==> src/rtl/avaliador_passo_polifonico_if.sv <==
// Handshake/bus bundle between the game controller and the step scorer.
// master: controller side (drives step, beat and key inputs).
// slave : scorer side (drives busy, LED feedback, verdict and error count).
interface avaliador_passo_polifonico_if #(
    parameter int KEYS    = 12,
    parameter int TEMPO_W = 4,
    parameter int ERRO_W  = 3
);
    logic               inicia;
    logic               aborta;
    logic               zera_erros;
    logic               metro_tick;
    logic [KEYS-1:0]    teclas;
    logic [KEYS-1:0]    nota_esperada;
    logic [TEMPO_W-1:0] tempo_esperado;
    logic               ocupado;
    logic [KEYS-1:0]    leds;
    logic [1:0]         resultado;
    logic               resultado_ok;
    logic [ERRO_W-1:0]  erros;
    logic               limite_erros;

    modport master (
        output inicia, aborta, zera_erros, metro_tick,
        output teclas, nota_esperada, tempo_esperado,
        input  ocupado, leds, resultado, resultado_ok,
        input  erros, limite_erros
    );

    modport slave (
        input  inicia, aborta, zera_erros, metro_tick,
        input  teclas, nota_esperada, tempo_esperado,
        output ocupado, leds, resultado, resultado_ok,
        output erros, limite_erros
    );
endinterface

==> src/rtl/avaliador_passo_polifonico.sv <==
// Polyphonic song-step scorer: compares the accumulated key chord and the
// beat-timed hold duration against the expected step, issues a 2-bit verdict
// and keeps a saturating error count.
// Ports: clock, reset (async, active-high), bus (slave modport) carrying
//   inicia/aborta/zera_erros/metro_tick/teclas/nota_esperada/tempo_esperado
//   in, ocupado/leds/resultado/resultado_ok/erros/limite_erros out.
module avaliador_passo_polifonico #(
    parameter int KEYS          = 12,
    parameter int TEMPO_W       = 4,
    parameter int TOL_BEATS     = 0,
    parameter int TIMEOUT_BEATS = 8,
    parameter int ERRO_W        = 3,
    parameter int MAX_ERROS     = 3
) (
    input logic                         clock,
    input logic                         reset,
    avaliador_passo_polifonico_if.slave bus
);
    localparam int WAIT_W = $clog2(TIMEOUT_BEATS + 1);
    localparam int HELD_W = TEMPO_W + 1;

    localparam logic [WAIT_W-1:0] WAIT_LAST = WAIT_W'(TIMEOUT_BEATS - 1);
    localparam logic [HELD_W-1:0] HELD_MAX  = '1;
    localparam logic [HELD_W-1:0] TOL       = HELD_W'(TOL_BEATS);
    localparam logic [ERRO_W-1:0] ERRO_MAX  = '1;
    localparam logic [ERRO_W-1:0] ERRO_LIM  = ERRO_W'(MAX_ERROS);

    localparam logic [1:0] V_OK      = 2'b00;
    localparam logic [1:0] V_NOTA    = 2'b01;
    localparam logic [1:0] V_TEMPO   = 2'b10;
    localparam logic [1:0] V_TIMEOUT = 2'b11;

    typedef enum logic [1:0] {
        ST_IDLE,
        ST_WAIT,
        ST_HOLD,
        ST_REPORT
    } state_t;

    state_t               state;
    logic [KEYS-1:0]      exp_mask;
    logic [TEMPO_W-1:0]   exp_tempo;
    logic [KEYS-1:0]      acc_mask;
    logic [HELD_W-1:0]    held;
    logic [WAIT_W-1:0]    wait_cnt;
    logic [1:0]           resultado;
    logic                 resultado_ok;
    logic [ERRO_W-1:0]    erros;

    logic [HELD_W-1:0]    exp_ext;
    logic [HELD_W-1:0]    diff;
    logic [1:0]           veredito;
    logic                 pressed;

    assign pressed = |bus.teclas;
    assign exp_ext = {1'b0, exp_tempo};

    // Larger-minus-smaller keeps the difference unsigned.
    always_comb begin
        diff = '0;
        if (held >= exp_ext) diff = held - exp_ext;
        else                 diff = exp_ext - held;
    end

    // Note mismatch outranks tempo mismatch.
    always_comb begin
        veredito = V_OK;
        if (acc_mask != exp_mask) veredito = V_NOTA;
        else if (diff > TOL)      veredito = V_TEMPO;
    end

    always_ff @(posedge clock or posedge reset) begin
        if (reset) begin
            state        <= ST_IDLE;
            exp_mask     <= '0;
            exp_tempo    <= '0;
            acc_mask     <= '0;
            held         <= '0;
            wait_cnt     <= '0;
            resultado    <= V_OK;
            resultado_ok <= 1'b0;
            erros        <= '0;
        end else begin
            resultado_ok <= 1'b0;
            if (bus.zera_erros) erros <= '0;

            if (bus.aborta) begin
                state <= ST_IDLE;
            end else begin
                unique case (state)
                    ST_IDLE: begin
                        if (bus.inicia) begin
                            exp_mask  <= bus.nota_esperada;
                            exp_tempo <= bus.tempo_esperado;
                            acc_mask  <= '0;
                            held      <= '0;
                            wait_cnt  <= '0;
                            state     <= ST_WAIT;
                        end
                    end
                    ST_WAIT: begin
                        // A press in the final timeout tick still wins.
                        if (pressed) begin
                            acc_mask <= bus.teclas;
                            held     <= '0;
                            state    <= ST_HOLD;
                        end else if (bus.metro_tick) begin
                            if (wait_cnt == WAIT_LAST) begin
                                resultado    <= V_TIMEOUT;
                                resultado_ok <= 1'b1;
                                state        <= ST_REPORT;
                            end else begin
                                wait_cnt <= wait_cnt + 1'b1;
                            end
                        end
                    end
                    ST_HOLD: begin
                        // Release cycle: verdict out now, its tick dropped.
                        if (!pressed) begin
                            resultado    <= veredito;
                            resultado_ok <= 1'b1;
                            state        <= ST_REPORT;
                        end else begin
                            acc_mask <= acc_mask | bus.teclas;
                            if (bus.metro_tick && held != HELD_MAX)
                                held <= held + 1'b1;
                        end
                    end
                    ST_REPORT: begin
                        if (!bus.zera_erros && resultado != V_OK &&
                            erros != ERRO_MAX)
                            erros <= erros + 1'b1;
                        state <= ST_IDLE;
                    end
                    default: state <= ST_IDLE;
                endcase
            end
        end
    end

    always_comb begin
        bus.leds = '0;
        if (state == ST_HOLD)      bus.leds = acc_mask;
        else if (state == ST_WAIT) bus.leds = exp_mask;
    end

    assign bus.ocupado      = (state != ST_IDLE);
    assign bus.resultado    = resultado;
    assign bus.resultado_ok = resultado_ok;
    assign bus.erros        = erros;
    assign bus.limite_erros = (erros >= ERRO_LIM);
endmodule

==> src/flat_wrapper.sv <==
// flat-port wrapper written by rule: the top's interface ports become plain ports
module avaliador_passo_polifonico_flat 
#(
    parameter int KEYS          = 12,
    parameter int TEMPO_W       = 4,
    parameter int TOL_BEATS     = 0,
    parameter int TIMEOUT_BEATS = 8,
    parameter int ERRO_W        = 3,
    parameter int MAX_ERROS     = 3
)
  (clock, reset, bus_inicia, bus_aborta, bus_zera_erros, bus_metro_tick, bus_teclas, bus_nota_esperada, bus_tempo_esperado, bus_ocupado, bus_leds, bus_resultado, bus_resultado_ok, bus_erros, bus_limite_erros);
  avaliador_passo_polifonico_if #(.KEYS(KEYS), .TEMPO_W(TEMPO_W), .ERRO_W(ERRO_W)) bus_i ();
  input logic clock;
  input logic reset;
  input wire logic [$bits(bus_i.inicia)-1:0] bus_inicia;
  input wire logic [$bits(bus_i.aborta)-1:0] bus_aborta;
  input wire logic [$bits(bus_i.zera_erros)-1:0] bus_zera_erros;
  input wire logic [$bits(bus_i.metro_tick)-1:0] bus_metro_tick;
  input wire logic [$bits(bus_i.teclas)-1:0] bus_teclas;
  input wire logic [$bits(bus_i.nota_esperada)-1:0] bus_nota_esperada;
  input wire logic [$bits(bus_i.tempo_esperado)-1:0] bus_tempo_esperado;
  output wire logic [$bits(bus_i.ocupado)-1:0] bus_ocupado;
  output wire logic [$bits(bus_i.leds)-1:0] bus_leds;
  output wire logic [$bits(bus_i.resultado)-1:0] bus_resultado;
  output wire logic [$bits(bus_i.resultado_ok)-1:0] bus_resultado_ok;
  output wire logic [$bits(bus_i.erros)-1:0] bus_erros;
  output wire logic [$bits(bus_i.limite_erros)-1:0] bus_limite_erros;
  assign bus_i.inicia = bus_inicia;
  assign bus_i.aborta = bus_aborta;
  assign bus_i.zera_erros = bus_zera_erros;
  assign bus_i.metro_tick = bus_metro_tick;
  assign bus_i.teclas = bus_teclas;
  assign bus_i.nota_esperada = bus_nota_esperada;
  assign bus_i.tempo_esperado = bus_tempo_esperado;
  assign bus_ocupado = bus_i.ocupado;
  assign bus_leds = bus_i.leds;
  assign bus_resultado = bus_i.resultado;
  assign bus_resultado_ok = bus_i.resultado_ok;
  assign bus_erros = bus_i.erros;
  assign bus_limite_erros = bus_i.limite_erros;
  avaliador_passo_polifonico #(.KEYS(KEYS), .TEMPO_W(TEMPO_W), .TOL_BEATS(TOL_BEATS), .TIMEOUT_BEATS(TIMEOUT_BEATS), .ERRO_W(ERRO_W), .MAX_ERROS(MAX_ERROS)) u_core (.clock(clock), .reset(reset), .bus(bus_i));
endmodule
==> config.mk <==
export PLATFORM = sky130hd
export DESIGN_NAME = avaliador_passo_polifonico_flat
export DESIGN_NICKNAME = d
export VERILOG_FILES = /design/src/rtl/avaliador_passo_polifonico_if.sv /design/src/rtl/avaliador_passo_polifonico.sv /design/src/flat_wrapper.sv
export SDC_FILE = /design/constraint.sdc
export NUM_CORES = 1
export LEC_CHECK = 0
export BUFFER_PORTS_ARGS = -buffer_cell sky130_fd_sc_hd__buf_4
export CORE_ASPECT_RATIO = 0.6
export CORE_MARGIN = 8
export CORE_UTILIZATION = 30
export CTS_CLUSTER_DIAMETER = 40
export DETAILED_ROUTE_END_ITERATION = 6
export PLACE_DENSITY = 0.54
export SLEW_MARGIN = 20
export SYNTH_ARGS = -nofsm -noshare
export SYNTH_HDL_FRONTEND = slang
export SYNTH_SLANG_ARGS = --single-unit
==> constraint.sdc <==
create_clock -name clock -period 1.97 [get_ports clock]
set_input_delay 0.197 -clock clock [delete_from_list [all_inputs] [get_ports clock]]
set_output_delay 0.197 -clock clock [all_outputs]
set_load 0.01 [all_outputs]
Word-level counts from Yosys, hierarchy flattened
Cells that the tools add are included.

Bits in registers: 45. RAM bits: 0. Bits in latches: 0. Memories: 0. ROM bits: 0. Word-level logic and storage cells: 95.

Equality and inequality tests: 20. Add/subtract/negate cells: 5. Shifts and indexed selects: 0. Multiply operators: 0. Mux-type cells: 39. Div/mod/pow operators: 0. Bitwise logic cells: 2. Reductions and logical operators: 17. $lt $le $gt $ge: 3.

Operators with widths (count): 12-bit 2-to-1 mux (5); 12-bit one-hot mux with 3 select lines (1); 5-bit 2-to-1 mux (5); 2-bit 2-to-1 mux (10); 6-bit AND reduction (3); 4-bit 2-to-1 mux (4); 5-bit one-hot mux with 3 select lines (1); 3-bit 2-to-1 mux (4); 12-bit != test (1); 12-bit bitwise OR (1); 12-bit OR reduction (1); 2-bit != test, second input constant (5); 3-bit != test, second input constant (3); 2-bit by 1-bit != test with 1-bit output, second input constant (4); 2-bit one-hot mux with 4 select lines (1); 4-bit one-hot mux with 2 select lines (1); 2-bit nonzero test (4); 5-bit by 1-bit adder with 5-bit output, second input constant (1); 5-bit by 4-bit greater-or-equal comparator with 1-bit output (1); 5-bit by 1-bit > comparator with 1-bit output, second input constant (1); 1-bit 2-to-1 mux (5); 5-bit != test, second input constant (1); 5-bit AND reduction (1); 4-bit by 5-bit subtractor with 5-bit output (1); other kinds (18) (21).

Logic depth before layout (Yosys ltp)
Gate-level depths: netlist of run 1.

Depth in word-level cells: 7. Depth in mapped cells: 8.

Least setup slack after synthesis of run 1
OpenSTA, ideal clock, no wires.

Path kind: register to register. From: register u_core.held[0]. To: register u_core.held[3]. Setup time: 0.104 ns. Path buffers: 1. Stages on the path, launching flop included: 8. Path slack: 0.202 ns. Data arrival time: 1.664 ns. Cells stage by stage: dfrtp_1 > ha_1 > and3_1 > ha_1 > nor2b_1 > buf_1 > nand4_1 > o311ai_1.

Word-level cells in the longest chain between the ends: 4. Elaborated cells on any way between the ends: 8.

RTL lines: from (decl) (line avaliador_passo_polifonico.sv:44) `logic [HELD_W-1:0] held;`; from (signal assigned) (line avaliador_passo_polifonico.sv:126) `held <= held + 1'b1;`; 5-bit by 1-bit adder with 5-bit output / 5-bit != test (equally long branches) (line avaliador_passo_polifonico.sv:126, avaliador_passo_polifonico.sv:125); 5-bit 2-to-1 mux / 1-bit logical AND (equally long branches) (line avaliador_passo_polifonico.sv:125) `if (bus.metro_tick && held != HELD_MAX)`; 5-bit 2-to-1 mux / 2-bit by 1-bit != test with 1-bit output (equally long branches); 5-bit one-hot mux with 3 select lines / 6-bit AND reduction (equally long branches).

Several ways; a longest one is shown, not always the timed one. The select of a mux whose other input is x is not followed. A chain may end at the register's enable or synchronous reset.

Worst setup path in the final report of run 1
From: register u_core.state[1]. To: output bus_leds[7].

Word-level cells in the longest chain between the ends: 3. Elaborated cells on any way between the ends: 4.

RTL lines: from (decl) (line avaliador_passo_polifonico.sv:40) `state_t state;`; from (signal assigned) (line avaliador_passo_polifonico.sv:74) `state <= ST_IDLE;`; from (signal assigned) (line avaliador_passo_polifonico.sv:88) `state <= ST_IDLE;`; from (signal assigned) (line avaliador_passo_polifonico.sv:98) `state <= ST_WAIT;`; 2-bit by 1-bit equality test with 1-bit output (line avaliador_passo_polifonico.sv:144) `else if (state == ST_WAIT) bus.leds = exp_mask;`; 12-bit 2-to-1 mux (line avaliador_passo_polifonico.sv:144); 12-bit 2-to-1 mux * (line avaliador_passo_polifonico.sv:143) `if (state == ST_HOLD) bus.leds = acc_mask;`; to (decl) (line flat_wrapper.sv:23) `output wire logic [$bits(bus_i.leds)-1:0] bus_leds;`.

Mark *: on every way between the ends. The rest lies on a longest branch, timed or not.

==> summary.txt, run 1 <==
Power
  – Pwr dens: 1290 nW/µm²
  – Max VDD drop: 0.495 mV
  – Static leakage: 1.62 nW

Timing
  – Minimum clock period: 1.85 ns
  – Hold WS: 0.0597 ns
  – Endpoints failing hold: 0
  – Peak Freq: 540 MHz
  – Worst slew margin: between 60% and 70%
  – Worst-margin pin slew: 0.591 ns
  – Slew Limit Fails: 0
  – Clk_skew: 0.00811 ns
  – Fin crit share: 94.1%
  – Setup_tns: 0 ns
  – Final setup fails: 0
  – RSZ-0062 raised after global routing: false

Logic synthesis
  – Post-synth ARST share: 100%
  – Ys flop type: dfrtp_1
  – Gate count of the mapped netlist: 260
  – YS warnings: 0
  – Cell Area, Synth: ~2600 µm²
  – Number of synthesized flops with an enable pin: 0
  – Post-synthesis sequential area ratio: 42.5%
  – Syn nets: 313
  – Synth cell types: 44
  – Synth top area cells: dfrtp_1 (43%), ha_1 (9.0%), mux2_2 (6.8%)
  – Largest area contributor in the netlist: dfrtp_1
  – Post-Syn Area per Cell: between 10 and 15 µm²
  – Top-area cell type share of the netlist area: 42.5%
  – Synthesized flop and latch total: 45

Place
  – GPL Wtd Cong: 0.788
  – Placement-stage cell area: 3240 µm²
  – Post-placement cell count: 427
  – Hpwl dp: 5.35 mm
  – PortBufs: 53

GRT
  – All-Layer GR Usage: 11.8%
  – Remaining Overflow, GRT: 0
  – Vias in the first global route: ~2200
  – Initial antenna violation count: 0
  – Largest net degree at the start of global routing: between 40 and 50
  – First-pass GRT wire length: ~11 mm

CTS
  – Hold Buf Count CTS: 0
  – TritonCTS Buffers: 5
  – Worst-path clk slew: 0.07 ns
  – H-tree depth: 2
  – Root buffer cell: clkbuf_16
  – Clock Sink Count: 45
  – Worst skew pair latency: 0.29 ns
  – CTS tree: built
  – Max clock buf depth: 2

Setup path
  – CP endpoint kind: output port
  – Flop2flop setup slack: 0.14 ns
  – CP max FO: 18
  – FF-to-FF End: u_core.bus.resultado[1]$_DFFE_PP0P_
  – CP Data Required Time: 1.77 ns
  – CP endpoint: bus_leds[7]
  – Reg2reg start: u_core.held[1]$_DFFE_PP0P_
  – R2R depth: 7
  – WP data arrival: 1.66 ns
  – Worst Setup Path Type: register to output port
  – Critical Path Source: u_core.state[1]$_DFFE_PP0P_
  – CP Launch Type: register

Run
  – Max-capacitance violation count: 0

Final layout
  – # nets final: 375
  – Final core occ: between 40% and 50%
  – Area Growth Syn to Fin: 31.9%
  – Share of layout cells above drive strength 1: 32.8%
  – ANT cells: 0
  – Commonest non-fill, non-tap cells in the layout: buf_4 (64), dfrtp_1 (44), nand2_1 (24)
  – Final instance area: 3490 µm²
  – Fin cells: 435
  – Leading cell type in the layout, fill and taps excluded: buf_4
  – # fillers: 828

Floorplan
  – # rows: 26
  – Core area: 8560 µm²
  – Die Span Y: 88.8 µm
  – Die ar.: 12200 µm²
  – Horiz. Die Dim: 137 µm
  – Initial Utilization: 31.0%
  – Ports: between 50 and 60

Routing
  – Vias/cell: 5.00
  – Drt initial violations: 126
  – Antenna Violating Nets Remaining: 0
  – DRC: 0
  – Vias: 2173
  – Final wirelength: 7.01 mm
  – Detailed-router iteration count before antenna repair: 4
  – DR WL/cell: 16.1 µm

Min path
  – Hold WC Path Type: input pin to async pin

Outcome
  – Status: completed
[area by class of cell]
cell class                 instances  area, µm²  share of cell area [%]
sequential                        45       1130                    32.3
timing repair buffer              66        512                    14.6
tap                              112        140                    4.01
clock inverter                     3       68.8                    1.97
inverter                          15       58.8                    1.68
clock buffer                       5        125                    3.58
multi-input combinational        189       1460                    41.9
[routing by layer]
metal | wire [µm] | track usage [%] | up-vias | part of all wire (%)
li1 | - | - | 1066 | -
met2 | 2900 | 16.8 | 46 | 41
met5 | 0 | 0 | - | 0
met1 | 3670 | 16.5 | 1056 | 52
met3 | 403 | 4.54 | 5 | 5.8
met4 | 34 | 2.25 | 0 | 0.49
[worst min-delay path by stage]
| stage | endpoint | cells past startpoint |
|---|---|---|
| floorplan | u_core.bus.erros[2]$_DFF_PP0_ | 1 |
| global placement | u_core.exp_tempo[2]$_DFFE_PP0P_ | 3 |
| detailed placement | u_core.exp_tempo[1]$_DFFE_PP0P_ | 3 |
| CTS | u_core.exp_tempo[1]$_DFFE_PP0P_ | 3 |
| global route | u_core.exp_tempo[1]$_DFFE_PP0P_ | 3 |
| finish | u_core.exp_tempo[1]$_DFFE_PP0P_ | 3 |
[cell families after synthesis]
logic type               Yosys count  share of synthesized area, %
AO/OA/AOI/OAI                     57                          16.1
XOR/XNOR                          13                          4.30
adder cells (fa/ha/maj)           19                          8.98
buffers and inverters             26                          4.11
flip-flops                        45                          42.5
multiplexers                      18                          7.56
AND/OR/NAND/NOR                   82                          16.4
[worst max-delay path: stages (launching register included)]
cell and delay [ns]:
dfrtp_1 0.37, buf_4 0.15, ha_4 0.21, buf_4 0.22
a22o_1 0.26, buf_4 0.14
[synthesized netlist by cell type, types with 3 or more instances]
library cell / number
o21ai_0: 8
dfrtp_1: 45
o31ai_1: 3
buf_2: 3
nor3_1: 3
ha_1: 19
nand3_1: 11
nor4_2: 3
nand2b_1: 6
xor2_1: 13
clkbuf_1: 4
nand2_1: 24
inv_1: 15
nor2b_1: 3
o221ai_1: 3
nor3b_1: 3
a22o_1: 20
and3_1: 3
mux2_2: 16
nor4_1: 4
a21oi_1: 5
nor2_1: 14
[where the power goes]
group          internal (mW)  leakage [nW]  switching [mW]  total, mW
clock                  0.732        0.0944           0.372       1.10
sequential              1.20         0.579           0.280       1.48
combinational          0.940         0.943           0.988       1.93
[metrics by stage]
| step | power, mW | setup slack [ns] |
|---|---|---|
| global placement | 3.28 | 0.0867 |
| floorplan | 2.62 | 0.202 |
| finish | 4.51 | 0.117 |
| detailed placement | 3.31 | 0.0453 |
| CTS | 4.46 | 0.00196 |
| global route | 4.83 | 0.0269 |
[flip-flops by register name, summed over array words and instances (netlist names)]
name                     count
u_core.acc_mask             12
u_core.bus.erros             3
u_core.bus.resultado         2
u_core.bus.resultado_ok      1
u_core.exp_mask             12
u_core.exp_tempo             4
u_core.held                  5
u_core.state                 2
u_core.wait_cnt              4
[timing repair]
| item | CTS | global route |
|---|---|---|
| cloned | 0 | 1 |
| setup buffers | 0 | 0 |
| gates resized for setup | 5 | 13 |
| endpoints found under the setup margin | 10 | 26 |
| pin swaps | 0 | 2 |
Note: power is estimated with default switching activity, not from simulation.
==> run 2: changes to the inputs <==
RECOVER_POWER = 100   (was unset)
==> summary.txt, run 2 (synthesis gave the netlist of run 1 again) <==
CTS
  – TritonCTS Buffers: 5 (unchanged)
  – Worst-path clk slew: 0.07 ns (about the same)
  – Root buffer cell: clkbuf_16 (unchanged)
  – Worst skew pair latency: 0.29 ns (about the same)
  – CTS tree: built (unchanged)
  – Hold Buf Count CTS: 0 (unchanged)
  – Clock Sink Count: 45 (unchanged)
  – Setup bufs post-CTS: 0 (unchanged)
  – Max clock buf depth: 2 (unchanged)
  – H-tree depth: 2 (unchanged)

Floorplan
  – Ports: 54 (unchanged)
  – Die ar.: 12200 µm² (unchanged)
  – # rows: 26 (unchanged)
  – Core area: 8560 µm² (unchanged)
  – Initial Utilization: 31.0% (unchanged)
  – Die Span Y: 88.8 µm (unchanged)
  – Horiz. Die Dim: 137 µm (unchanged)

Place
  – PortBufs: 53 (unchanged)
  – Setup WS pre-CTS: 0.0453 ns (unchanged)
  – GPL Wtd Cong: 0.788 (unchanged)
  – Hpwl dp: 5.35 mm (unchanged)

GRT
  – Remaining Overflow, GRT: 0 (unchanged)
  – Largest net degree at the start of global routing: 46 (unchanged)
  – Vias in the first global route: 2229 (unchanged)
  – All-Layer GR Usage: 11.8% (unchanged)
  – First-pass GRT wire length: 11.3 mm (unchanged)
  – Initial antenna violation count: 0 (unchanged)

Final layout
  – ANT cells: 0 (unchanged)
  – Final core occ: 40.0% (was 40.8%)
  – Largest regs: u_core.acc_mask x12, u_core.exp_mask x12, u_core.held x5 (unchanged)
  – # nets final: 375 (unchanged)
  – Commonest non-fill, non-tap cells in the layout: buf_4 (44), dfrtp_1 (44), nand2_1 (24) (was buf_4 (64), dfrtp_1 (44), nand2_1 (24))
  – Area Growth Syn to Fin: 29.2% (was 31.9%)
  – Share of layout cells above drive strength 1: 29.1% (was 32.8%)

Min path
  – Worst hold endpoint: u_core.bus.erros[2]$_DFF_PP0_
  – Min-delay src: bus_zera_erros
  – Hold WC Path Type: input pin to register (was input pin to async pin)
  – Depth of the worst hold-timing path: 2

Setup path
  – Slowest CP cell: dfrtp_1 (unchanged)
  – FF-to-FF End: u_core.bus.resultado[1]$_DFFE_PP0P_ (unchanged)
  – CP Launch Type: register (unchanged)
  – CP Data Required Time: 1.77 ns (about the same)
  – Crit-path most repeated cell: clkbuf_2 (was buf_4)
  – Worst Setup Path Type: register to output port (unchanged)
  – Worst Path Buf+Inv: 4 (was 3)
  – Crit path largest cell delay: 0.39 ns (was 0.37 ns)
  – CP endpoint kind: output port (unchanged)
  – Worst-path cell chain: clkbuf_2 > ha_4 > inv_2 > nor2_4 > clkbuf_2 > a22o_1 > clkbuf_4 (was buf_4 > ha_4 > buf_4 > a22o_1 > buf_4)
  – CP max FO: 7 (was 18)
  – Delay-heaviest family, CP: buffers and inverters (unchanged)
  – Stages on the worst setup path: 7 (was 5)
  – Reg2reg start: u_core.held[1]$_DFFE_PP0P_ (unchanged)
  – R2R depth: 7 (unchanged)
  – WP data arrival: 1.67 ns (was 1.66 ns)
  – Flop2flop setup slack: 0.14 ns (about the same)

Timing
  – Endpoints failing hold: 0 (unchanged)
  – Setup ws final: 0.102 ns (was 0.117 ns)
  – Worst slew margin: 23.1% (was 60.6%)
  – Worst-margin pin slew: 1.15 ns (was 0.591 ns)
  – Clk_skew: 0.00859 ns (was 0.00811 ns)
  – RSZ-0062 raised after global routing: false (unchanged)
  – Peak Freq: 535 MHz (was 540 MHz)
  – Minimum clock period: 1.87 ns (was 1.85 ns)
  – Fin crit share: 94.8% (was 94.1%)
  – Setup_tns: 0 ns (unchanged)
  – Final setup fails: 0 (unchanged)
  – Slew Limit Fails: 0 (unchanged)

Routing
  – DR WL/cell: 16.1 µm (about the same)
  – Vias: 2188 (was 2173)
  – Detailed-router iteration count before antenna repair: 4 (unchanged)
  – Antenna Violating Nets Remaining: 0 (unchanged)
  – DRC: 0 (unchanged)
  – Vias/cell: 5.03 (was 5.00)
  – Drt initial violations: 127 (was 126)
  – Final wirelength: 6.98 mm (was 7.01 mm)

Power
  – Static leakage: 1.56 nW (was 1.62 nW)
  – Pwr dens: 1290 nW/µm² (about the same)
  – Total power: 4.43 mW (was 4.51 mW)
  – Max VDD drop: 0.496 mV (was 0.495 mV)

Outcome
  – Status: completed (unchanged)

Run
  – Max-capacitance violation count: 0 (unchanged)
==> run 2: worst register-to-register path, delay by kind of cell, from the launching register on <==
kind,cells,cell delay [ns]
AO/OA/AOI/OAI,3,0.57
adder cells (fa/ha/maj),1,0.30
buffers and inverters,1,0.06
flip-flops,1,0.43
AND/OR/NAND/NOR,2,0.39
==> run 2: power breakdown <==
group	leakage, nW	switching [mW]	internal, mW
Sequential	0.579	0.282	1.20
Clock	0.0944	0.372	0.731
Combinational	0.888	0.978	0.864
Total	1.56	1.63	2.80
==> run 2: worst max-delay path by stage <==
stage | startpoint | endpoint | slack [ns]
floorplan | u_core.held[0]$_DFFE_PP0P_ | u_core.held[3]$_DFFE_PP0P_ | 0.20
global placement | u_core.held[1]$_DFFE_PP0P_ | u_core.held[4]$_DFFE_PP0P_ | 0.09
detailed placement | u_core.state[0]$_DFFE_PP0P_ | u_core.acc_mask[11]$_DFFE_PP0P_ | 0.05
CTS | u_core.state[0]$_DFFE_PP0P_ | bus_leds[7] | 0.002
global route | u_core.state[1]$_DFFE_PP0P_ | bus_leds[7] | 0.02
finish | u_core.state[0]$_DFFE_PP0P_ | bus_leds[7] | 0.10
==> run 2: timing repair <==
action / 4_1_cts / 5_1_grt
gates cloned: 0 / 1
pin swaps: 0 / 2
gates resized for setup: 5 / 13
endpoints found under the setup margin: 10 / 26
==> run 2: metal layers <==
layer | part of all wire [%] | vias up | GRT usage (%)
li1 | - | 1068 | -
met1 | 51 | 1063 | 16.5
met2 | 42 | 52 | 16.8
met3 | 6.1 | 5 | 4.54
met4 | 0.49 | 0 | 2.25
met5 | 0 | - | 0
==> run 2: area by class of cell <==
cell class	instances	area (µm²)
clock buffer	5	125
clock inverter	3	68.8
tap	112	140
multi-input combinational	189	1460
sequential	45	1130
fill	840	5130
inverter	15	56.3
timing repair buffer	66	443
==> run 2: metrics by stage <==
| stage | area [µm²] | instances | hold WS [ns] |
|---|---|---|---|
| 6_report | 3420 | 435 | 0.128 |
| 5_1_grt | 3420 | 435 | 0.126 |
| 4_1_cts | 3460 | 435 | 0.0871 |
| 3_5_place_dp | 3240 | 427 | 0.391 |
| 3_3_place_gp | 3240 | 427 | 0.392 |
| 2_1_floorplan | 2650 | 260 | 0.295 |
==> run 3: changes to the inputs <==
clock period = 2.3 ns   (was 1.97 ns; I/O delays follow)
==> summary.txt, run 3 (synthesis gave the netlist of run 1 again) <==
Floorplan
  – Die ar.: 12200 µm² (unchanged)
  – Initial Utilization: 31.0% (unchanged)
  – Die Span Y: 88.8 µm (unchanged)
  – # rows: 26 (unchanged)
  – Core area: 8560 µm² (unchanged)
  – Ports: 54 (unchanged)
  – Horiz. Die Dim: 137 µm (unchanged)

Timing
  – Final setup fails: 0 (unchanged)
  – Slew Limit Fails: 0 (unchanged)
  – Peak Freq: about 460 MHz
  – Fin crit share: 93.6%
  – RSZ-0062 raised after global routing: false (unchanged)
  – Clk_skew: 0.00622 ns (was 0.00859 ns)
  – Minimum clock period: between 2 and 2.5 ns
  – Worst slew margin: 21.4% (was 23.1%)
  – Endpoints failing hold: 0 (unchanged)
  – Setup ws final: 0.147 ns (was 0.102 ns)
  – Worst-margin pin slew: 1.18 ns (was 1.15 ns)
  – Setup_tns: 0 ns (unchanged)

Place
  – Post-placement cell count: 422 (was 427)
  – Hpwl dp: 5.18 mm (was 5.35 mm)
  – GPL Wtd Cong: 0.771 (was 0.788)
  – Setup WS pre-CTS: 0.244 ns (was 0.0453 ns)
  – PortBufs: 53 (unchanged)

GRT
  – All-Layer GR Usage: 11.6% (was 11.8%)
  – First-pass GRT wire length: 11.1 mm (was 11.3 mm)
  – Largest net degree at the start of global routing: 46 (unchanged)
  – Initial antenna violation count: 0 (unchanged)
  – Vias in the first global route: 2157 (was 2229)
  – Remaining Overflow, GRT: 0 (unchanged)

Final layout
  – Area Growth Syn to Fin: 25.3% (was 29.2%)
  – Commonest non-fill, non-tap cells in the layout: dfrtp_1 (45), buf_4 (44), nand2_1 (24) (was buf_4 (44), dfrtp_1 (44), nand2_1 (24))
  – ANT cells: 0 (unchanged)
  – Largest regs: u_core.acc_mask x12, u_core.exp_mask x12, u_core.held x5 (unchanged)
  – Fin cells: 430 (was 435)
  – Leading cell type in the layout, fill and taps excluded: dfrtp_1
  – # fillers: 847 (was 840)
  – # nets final: 370 (was 375)
  – Share of layout cells above drive strength 1: 24.8% (was 29.1%)

CTS
  – H-tree depth: 2 (unchanged)
  – Worst-path clk slew: 0.07 ns (about the same)
  – Worst skew pair latency: 0.29 ns (about the same)
  – TritonCTS Buffers: 5 (unchanged)
  – CTS tree: built (unchanged)
  – Max clock buf depth: 2 (unchanged)
  – Root buffer cell: clkbuf_16 (unchanged)
  – Clock Sink Count: 45 (unchanged)

Routing
  – Vias/cell: 5.03 (about the same)
  – Top sig layer: met4 (unchanged)
  – DRC: 0 (unchanged)
  – Wire length on met2: 2.84 mm (was 2.95 mm)
  – Final wirelength: 6.79 mm (was 6.98 mm)
  – Vias: 2164 (was 2188)
  – Antenna Violating Nets Remaining: 0 (unchanged)
  – Wl on met1: 3.46 mm (was 3.57 mm)
  – DR WL/cell: 15.8 µm (was 16.1 µm)
  – Met3 WL post-DR: 418 µm (was 429 µm)
  – Detailed-router iteration count before antenna repair: 4 (unchanged)
  – Drt initial violations: 134 (was 127)

Power
  – Pwr dens: 1070 nW/µm² (was 1290 nW/µm²)
  – Clock power frac: 23.5% (was 24.9%)
  – Total power: 3.57 mW (was 4.43 mW)
  – Sw frac: 37.7% (was 36.8%)
  – Sequential power share: 36.2% (was 33.5%)
  – Pint: 2.22 mW (was 2.80 mW)
  – Static leakage: 1.52 nW (was 1.56 nW)
  – Max VDD drop: 0.389 mV (was 0.496 mV)
  – Psw: 1.35 mW (was 1.63 mW)
  – Share of total power in combinational logic: 40.3% (was 41.6%)

Outcome
  – Status: completed (unchanged)

Setup path
  – CP max FO: 11 (was 7)
  – Worst Setup Path Type: register to output port (unchanged)
  – CP Launch Type: register (unchanged)
  – WP data arrival: 1.92 ns (was 1.67 ns)
  – CP Data Required Time: 2.07 ns (was 1.77 ns)
  – CP endpoint kind: output port (unchanged)

Min path
  – Hold WC Path Type: input pin to register (unchanged)

Run
  – Max-capacitance violation count: 0 (unchanged)
[run 3: what timing repair did]
action | 4_1_cts | 5_1_grt
endpoints found under the setup margin | 9 | 3
buffers inserted | 0 | 0
hold endpoints to repair | 0 | 0
hold buffers | 0 | 0
gates resized for setup | 1 | 1
cloned | 0 | 0
pin swaps | 0 | 0
[run 3: critical path, stage by stage (launching register included)]
cell	delay, ns
dfrtp_1	0.44
inv_1	0.12
ha_1	0.26
buf_4	0.18
nor2_1	0.11
buf_2	0.22
a22o_1	0.17
buf_4	0.12
[run 3: layout make-up]
class / instances / area, µm² / share of cell area [%]
multi-input combinational: 189 / 1420 / 42.8
sequential: 45 / 1130 / 33.9
timing repair buffer: 61 / 404 / 12.2
tap: 112 / 140 / 4.22
clock buffer: 5 / 125 / 3.77
inverter: 15 / 56.3 / 1.70
clock inverter: 3 / 46.3 / 1.39
[run 3: through the flow]
stage	utilization [%]	area [µm²]	hold WS [ns]
final	38.8	3320	0.154
after floorplan	-	2650	0.328
after global placement	37.3	3190	0.429
after CTS	39.4	3370	0.126
after global routing	38.8	3320	0.148
after detailed placement	37.3	3190	0.433
[run 3: power by group through the flow]
| stage | Combinational (mW) | Sequential, mW | Clock, mW |
|---|---|---|---|
| 2_1_floorplan | 1.02 | 1.22 | 0 |
| 3_3_place_gp | 1.46 | 1.29 | 0 |
| 3_5_place_dp | 1.48 | 1.29 | 0 |
| 4_1_cts | 1.49 | 1.28 | 0.858 |
| 5_1_grt | 1.62 | 1.32 | 0.893 |
| 6_report | 1.44 | 1.29 | 0.838 |
[run 3: worst paths after layout]
kind                                                start                               to  slack, ns  cells after the start
setup / recovery              u_core.state[0]$_DFFE_PP0P_                      bus_leds[3]       0.15                      7
hold / removal                             bus_zera_erros    u_core.bus.erros[2]$_DFF_PP0_       0.15                      2
setup reg to reg              u_core.state[0]$_DFFE_PP0P_   u_core.acc_mask[7]$_DFFE_PP0P_       0.23                      7
hold reg to reg            u_core.wait_cnt[0]$_DFFE_PP0P_   u_core.wait_cnt[0]$_DFFE_PP0P_       0.52                      1
max in group asynchronous                           reset   u_core.wait_cnt[0]$_DFFE_PP0P_       1.26                      3
min in group asynchronous                           reset  u_core.acc_mask[10]$_DFFE_PP0P_       0.34                      3
[run 3: layer usage]
layer  vias up  GRT usage [%]
met2        41           16.2
li1       1056              -
met5         -              0
met4         0           2.94
met3         8           3.97
met1      1059           16.4
